==> config.mk <==
export PLATFORM = sky130hd
export DESIGN_NAME = cdb_arbiter_flat
export DESIGN_NICKNAME = d
export VERILOG_FILES = /design/src/rtl/cdb_arbiter_if.sv /design/src/rtl/cdb_arbiter.sv /design/src/flat_wrapper.sv
export SDC_FILE = /design/constraint.sdc
export NUM_CORES = 1
export LEC_CHECK = 0
export BUFFER_PORTS_ARGS = -buffer_cell sky130_fd_sc_hd__buf_2
export CORE_ASPECT_RATIO = 0.8
export CORE_MARGIN = 8
export CORE_UTILIZATION = 42
export CTS_BUF_LIST = sky130_fd_sc_hd__clkbuf_4 sky130_fd_sc_hd__clkbuf_8
export DETAILED_ROUTE_END_ITERATION = 12
export PLACE_DENSITY_LB_ADDON = 0.25
export SYNTH_ARGS = -nofsm -noshare
export SYNTH_HDL_FRONTEND = slang
export SYNTH_SLANG_ARGS = --single-unit
==> constraint.sdc <==
create_clock -name clk -period 13.5 [get_ports clk]
set_input_delay 0 -clock clk [delete_from_list [all_inputs] [get_ports clk]]
set_output_delay 0 -clock clk [all_outputs]
set_load 0.05 [all_outputs]
==> src/rtl/cdb_arbiter_if.sv <==
// Result/broadcast bus of the CDB arbiter.
// The master side is the arbiter: it takes fu_* results in and drives fu_ready
// and the cdb_* broadcast. The slave side is the environment: execution units
// driving results and the reservation station snooping the CDB.
interface cdb_arbiter_if #(
  parameter int NUM_FU = 4,
  parameter int CDB_W  = 2,
  parameter int PHYS_W = 6
);
  logic [NUM_FU-1:0]             fu_valid;
  logic [NUM_FU-1:0]             fu_ready;
  logic [NUM_FU-1:0][PHYS_W-1:0] fu_tag;
  logic [NUM_FU-1:0][63:0]       fu_value;
  logic [NUM_FU-1:0][5:0]        fu_rob_tag;

  logic [CDB_W-1:0]              cdb_valid;
  logic [CDB_W-1:0][PHYS_W-1:0]  cdb_tag;
  logic [CDB_W-1:0][63:0]        cdb_value;
  logic [CDB_W-1:0][5:0]         cdb_rob_tag;

  modport master (
    input  fu_valid, fu_tag, fu_value, fu_rob_tag,
    output fu_ready, cdb_valid, cdb_tag, cdb_value, cdb_rob_tag
  );

  modport slave (
    output fu_valid, fu_tag, fu_value, fu_rob_tag,
    input  fu_ready, cdb_valid, cdb_tag, cdb_value, cdb_rob_tag
  );
endinterface

==> src/rtl/cdb_arbiter.sv <==
// Common data bus arbiter: buffers completed results from NUM_FU execution
// units in per-source FIFOs and broadcasts up to CDB_W of them per cycle,
// chosen round-robin, on registered CDB outputs.
module cdb_arbiter #(
  parameter int NUM_FU     = 4,
  parameter int CDB_W      = 2,
  parameter int PHYS_W     = 6,
  parameter int FIFO_DEPTH = 2
) (
  input  logic          clk,
  input  logic          reset,   // asynchronous, active low
  input  logic          flush,
  cdb_arbiter_if.master bus,
  output logic          busy
);

  localparam int PTR_W = $clog2(FIFO_DEPTH);
  localparam int CNT_W = PTR_W + 1;
  localparam int RR_W  = (NUM_FU > 1) ? $clog2(NUM_FU) : 1;

  typedef struct packed {
    logic [PHYS_W-1:0] tag;
    logic [63:0]       value;
    logic [5:0]        rob_tag;
  } entry_t;

  entry_t           mem    [NUM_FU][FIFO_DEPTH];
  logic [PTR_W-1:0] wr_ptr [NUM_FU];
  logic [PTR_W-1:0] rd_ptr [NUM_FU];
  logic [CNT_W-1:0] count  [NUM_FU];

  logic [RR_W-1:0]   rr;
  logic [RR_W-1:0]   rr_next;
  logic [RR_W-1:0]   last_src;
  logic [NUM_FU-1:0] nonempty;
  logic [NUM_FU-1:0] ready;
  logic [NUM_FU-1:0] push;
  logic [NUM_FU-1:0] grant;

  logic [CDB_W-1:0] slot_valid;
  logic [RR_W-1:0]  slot_src   [CDB_W];
  entry_t           slot_entry [CDB_W];

  logic [CDB_W-1:0] cdb_valid_q;
  entry_t           cdb_q [CDB_W];

  // Per-source status: ready comes from the registered count only, and is held
  // low while reset is asserted so sources cannot hand off into a dead FIFO.
  always_comb begin
    for (int i = 0; i < NUM_FU; i++) begin
      nonempty[i] = (count[i] != '0);
      ready[i]    = reset && (count[i] < CNT_W'(FIFO_DEPTH));
    end
  end

  // A handshake completes on valid & ready; a flush discards it.
  always_comb begin
    for (int i = 0; i < NUM_FU; i++) begin
      push[i] = bus.fu_valid[i] && ready[i] && !flush;
    end
  end

  // Round-robin select: scan from rr, the k-th non-empty source found fills slot k.
  always_comb begin
    int n;
    // NOTE: every output of this block gets a default before the scan; a path
    // that leaves one unassigned would infer a latch.
    grant      = '0;
    slot_valid = '0;
    last_src   = rr;
    n          = 0;
    for (int k = 0; k < CDB_W; k++) begin
      slot_src[k] = '0;
    end
    for (int j = 0; j < NUM_FU; j++) begin
      for (int i = 0; i < NUM_FU; i++) begin
        if (i == (int'(rr) + j) % NUM_FU && nonempty[i] && n < CDB_W) begin
          grant[i] = 1'b1;
          last_src = RR_W'(i);
          for (int k = 0; k < CDB_W; k++) begin
            if (k == n) begin
              slot_valid[k] = 1'b1;
              slot_src[k]   = RR_W'(i);
            end
          end
          n++;
        end
      end
    end
    rr_next = rr;
    if (|grant) begin
      rr_next = (int'(last_src) == NUM_FU - 1) ? '0 : last_src + RR_W'(1);
    end
  end

  // Head-of-FIFO entry for each granted slot.
  always_comb begin
    for (int k = 0; k < CDB_W; k++) begin
      slot_entry[k] = mem[slot_src[k]][rd_ptr[slot_src[k]]];
    end
  end

  // FIFO pointers and occupancy; pointers wrap naturally (power-of-two depth).
  // NOTE: state registers use non-blocking assignments so every register
  // samples the pre-edge values regardless of statement order.
  always_ff @(posedge clk or negedge reset) begin
    if (!reset) begin
      for (int i = 0; i < NUM_FU; i++) begin
        wr_ptr[i] <= '0;
        rd_ptr[i] <= '0;
        count[i]  <= '0;
      end
    end else if (flush) begin
      for (int i = 0; i < NUM_FU; i++) begin
        wr_ptr[i] <= '0;
        rd_ptr[i] <= '0;
        count[i]  <= '0;
      end
    end else begin
      for (int i = 0; i < NUM_FU; i++) begin
        if (push[i])  wr_ptr[i] <= wr_ptr[i] + PTR_W'(1);
        if (grant[i]) rd_ptr[i] <= rd_ptr[i] + PTR_W'(1);
        count[i] <= count[i] + CNT_W'(push[i]) - CNT_W'(grant[i]);
      end
    end
  end

  // FIFO storage write.
  // NOTE: storage has no reset; an entry is only read once count says it was
  // written, so clearing it would add reset fan-out for nothing.
  always_ff @(posedge clk) begin
    for (int i = 0; i < NUM_FU; i++) begin
      if (push[i]) begin
        mem[i][wr_ptr[i]] <= entry_t'{bus.fu_tag[i], bus.fu_value[i], bus.fu_rob_tag[i]};
      end
    end
  end

  // Broadcast registers and round-robin pointer; empty slots carry zeros.
  always_ff @(posedge clk or negedge reset) begin
    if (!reset) begin
      rr          <= '0;
      cdb_valid_q <= '0;
      for (int k = 0; k < CDB_W; k++) cdb_q[k] <= '0;
    end else if (flush) begin
      rr          <= '0;
      cdb_valid_q <= '0;
      for (int k = 0; k < CDB_W; k++) cdb_q[k] <= '0;
    end else begin
      rr          <= rr_next;
      cdb_valid_q <= slot_valid;
      for (int k = 0; k < CDB_W; k++) begin
        cdb_q[k] <= slot_valid[k] ? slot_entry[k] : '0;
      end
    end
  end

  // Drive the bus from the registered broadcast state.
  always_comb begin
    bus.fu_ready  = ready;
    bus.cdb_valid = cdb_valid_q;
    for (int k = 0; k < CDB_W; k++) begin
      bus.cdb_tag[k]     = cdb_q[k].tag;
      bus.cdb_value[k]   = cdb_q[k].value;
      bus.cdb_rob_tag[k] = cdb_q[k].rob_tag;
    end
  end

  assign busy = (|nonempty) || (|cdb_valid_q);

endmodule

==> src/flat_wrapper.sv <==
// flat-port wrapper written by rule: the top's interface ports become plain ports
module cdb_arbiter_flat 
#(
  parameter int NUM_FU     = 4,
  parameter int CDB_W      = 2,
  parameter int PHYS_W     = 6,
  parameter int FIFO_DEPTH = 2
)
  (clk, reset, flush, busy, bus_fu_valid, bus_fu_tag, bus_fu_value, bus_fu_rob_tag, bus_fu_ready, bus_cdb_valid, bus_cdb_tag, bus_cdb_value, bus_cdb_rob_tag);
  cdb_arbiter_if #(.NUM_FU(NUM_FU), .CDB_W(CDB_W), .PHYS_W(PHYS_W)) bus_i ();
  input  logic clk;
  input  logic reset;
  input  logic flush;
  output logic busy;
  input wire logic [$bits(bus_i.fu_valid)-1:0] bus_fu_valid;
  input wire logic [$bits(bus_i.fu_tag)-1:0] bus_fu_tag;
  input wire logic [$bits(bus_i.fu_value)-1:0] bus_fu_value;
  input wire logic [$bits(bus_i.fu_rob_tag)-1:0] bus_fu_rob_tag;
  output wire logic [$bits(bus_i.fu_ready)-1:0] bus_fu_ready;
  output wire logic [$bits(bus_i.cdb_valid)-1:0] bus_cdb_valid;
  output wire logic [$bits(bus_i.cdb_tag)-1:0] bus_cdb_tag;
  output wire logic [$bits(bus_i.cdb_value)-1:0] bus_cdb_value;
  output wire logic [$bits(bus_i.cdb_rob_tag)-1:0] bus_cdb_rob_tag;
  assign bus_i.fu_valid = bus_fu_valid;
  assign bus_i.fu_tag = bus_fu_tag;
  assign bus_i.fu_value = bus_fu_value;
  assign bus_i.fu_rob_tag = bus_fu_rob_tag;
  assign bus_fu_ready = bus_i.fu_ready;
  assign bus_cdb_valid = bus_i.cdb_valid;
  assign bus_cdb_tag = bus_i.cdb_tag;
  assign bus_cdb_value = bus_i.cdb_value;
  assign bus_cdb_rob_tag = bus_i.cdb_rob_tag;
  cdb_arbiter #(.NUM_FU(NUM_FU), .CDB_W(CDB_W), .PHYS_W(PHYS_W), .FIFO_DEPTH(FIFO_DEPTH)) u_core (.clk(clk), .reset(reset), .flush(flush), .bus(bus_i), .busy(busy));
endmodule
==> metrics.txt <==
dpl hpwl 83200 um; Final min period about 13 ns; vias post-DR 32249; CTS root buf clkbuf_8; Setup Total Neg Slack 0 ns; Total Die Area around 97000 um2; Compound-Gate Fraction of Synth Area 0.170; Distinct cells, synth 96; CTS sink count 780; Clock Path Buffers 3; met2 WL 67200 um; Met1 Routed Length 57500 um; Synth Instances 3042; Post-DRT Antenna Nets 0; Final Slew Violations 0; clk_lat worst skew around 0.81 ns; fillers 7050; Setup Skew ~0.032 ns; post-synthesis mux area share 0.0246; Hold/Removal Path Class input pin to flop; routed wire length per instance 26.8 um; Fmax 79.8 MHz; Synth Area in Adders 0.0152; DR pass1 iterations 6; Tot GR Track Use 0.286; DR DRC count 0; crit-path max FO 30; top layer in use met5; Final setup viols 0; Area Growth Syn to Fin 35.9%; largest family of logic cells by synthesized area compound AO/OA/AOI/OAI gates; startpoint types flop; slowest cell delay on critical path 0.52 ns; Final Hold Fails 0; Inserted Clock Buffers 133; Placer Congestion just over 0.9; antenna violations before repair 8; Starting Density 0.422; status finished, final reports clean; drt first-iter violations 3676; Slew @ Worst Pin 1.12 ns; CP Class flop to flop; # Max-Cap Violations 0; Async SR Flop Fraction 0.221; GR Overflow Total 0; Die H about 280 um; Post-Route WL approximately 140000 um; fin crit share 0.929; Slowest cell on crit path fa_1; CP endpoint kind flop; Die X ~350 um; share of layout cells above drive strength 1 0.246; WP data required between 10 and 15 ns; first-pass GRT wire length 212000 um; CTS tree yes; PortBufs between 400 and 500; Ys Warns 0; Slew HR 0.252; syn nets 3397; number of global-route vias before repair 32858; Layout Nets 4471; Post-Syn Area 36700 um2; Worst EP arrival between 10 and 15 ns; Met3 Wirelength 15100 um; Post-synth EDFFs 608; simple-gate share of the synthesized area 0.131; xor/xnor share of the synthesized area 0.00617; largest net degree at the start of global routing approximately 150; CP most frequent cell ha_1; Syn Area/Cell 12.1 um2; post-synthesis sequential area ratio 0.615; Ports 470; clock slew at reported path FFs 0.06 ns; RSZ-0062 raised after global routing false; Core ar. 87000 um2; row count slightly below 100; drt via density 6.00; H-tree levels 4; Post-synth top flop edfxtp_1; #FFs+latches synth 780
metrics by stage:
stage	area, um2	hold WS (ns)	setup slack (ns)	util	std cells
2_1_floorplan	36700	-0.296	1.71	-	3042
3_3_place_gp	40700	0.00304	0.754	0.468	4496
3_5_place_dp	40700	0.00707	0.413	0.468	4496
4_1_cts	49800	0.0381	0.397	0.572	5358
5_1_grt	49900	0.0870	0.0398	0.573	5366
6_report	49900	0.0729	0.963	0.573	5371
per-layer routing:
layer	global-route usage	vias to the layer above
met2	0.462	2224
met3	0.0672	382
met4	0.105	4
li1	-	13884
met5	0	-
met1	0.377	15755
repair_timing:
| action | 4_1_cts | 5_1_grt |
|---|---|---|
| gates resized for setup | 0 | 5 |
| setup endpoints to repair | 0 | 152 |
| setup buffers | 0 | 5 |
| hold buffers | 618 | 0 |
| hold endpoints to repair | 838 | 0 |
cell families (layout without fill, tap and decap cells):
logic type	count (synthesis)	after routing
flops	780	780
mux	80	80
other cells	0	8
fa+ha+maj	44	44
simple gates	1030	1030
xor+xnor	25	25
compound gates	775	775
buf+inv	308	1491
critical path: cells and delay by family, from the launching register on:
| family | cells | cell delay (ns) |
|---|---|---|
| AO/OA/AOI/OAI | 9 | 1.69 |
| AND/OR/NAND/NOR | 27 | 5.53 |
| flip-flops | 1 | 0.43 |
| buffers and inverters | 5 | 0.91 |
| adder cells (fa/ha/maj) | 12 | 3.84 |
Yosys cell counts (all sizes together), types with 4 or more instances:
cell	number	share of area
clkbuf	174	0.018
a211oi	153	0.032
xor2	12	0.0029
nor2	57	0.0064
or4	4	0.00092
o211ai	231	0.057
nor2b	11	0.0019
o21ai	91	0.013
a311o	76	0.021
inv	40	0.0041
a221oi	79	0.019
edfxtp	608	0.50
nand2b	5	0.00085
mux2	78	0.024
nor3	24	0.0037
xnor2	13	0.0033
a21oi	91	0.014
and2	8	0.0014
a22oi	10	0.0027
or2	7	0.0013
nor4	6	0.0026
nand3	324	0.044
nand2	487	0.050
dfrtp	172	0.12
buf	92	0.017
o211a	4	0.0011
ha	43	0.015
and3	84	0.014
final timing paths:
check,startpoint,endpoint,slack [ns],depth (start not counted)
min,bus_fu_rob_tag[15],u_core.mem[2][3],0.07,2
min in group asynchronous,reset,u_core.count[3],0.39,4
min reg2reg,u_core.rd_ptr[3],u_core.rd_ptr[3],0.61,2
max,u_core.count[7],u_core.bus.cdb_rob_tag[10],0.96,53
max reg2reg,u_core.count[7],u_core.bus.cdb_rob_tag[10],0.96,53
max in group asynchronous,reset,u_core.bus.cdb_value[28],11.65,5
layout make-up:
class | instances | area (um2) | area share
Antenna cell | 8 | 20.0 | 0.000401
Clock buffer | 202 | 2500 | 0.0501
Clock inverter | 42 | 334 | 0.00670
Inverter | 42 | 158 | 0.00316
Multi-Input combinational cell | 1954 | 12900 | 0.258
Sequential cell | 780 | 22600 | 0.452
Tap cell | 1138 | 1420 | 0.0285
Timing Repair Buffer | 1205 | 10000 | 0.201
placed cells by master (no fill, tap or decap), types with 83 or more instances in the layout:
cell,netlist,final
dlygate4sd3_1,0,617
dfrtp_1,172,172
o21ai_0,88,88
o211ai_1,160,160
buf_2,54,468
nand3_1,323,322
clkbuf_8,0,158
nand2_1,485,484
and3_1,83,83
a211oi_1,152,152
edfxtp_1,608,608
flip-flops by register name (all words and copies together) (netlist names):
register and flops:
u_core.bus.cdb_rob_tag 12, u_core.bus.cdb_tag 12, u_core.bus.cdb_valid 2, u_core.bus.cdb_value 128
u_core.count 8, u_core.mem 608, u_core.rd_ptr 4, u_core.rr 2
u_core.wr_ptr 4
Power is left out: the tool's default activity adds up to more than one toggle a clock period on the data nets, which glitch-free logic cannot reach.
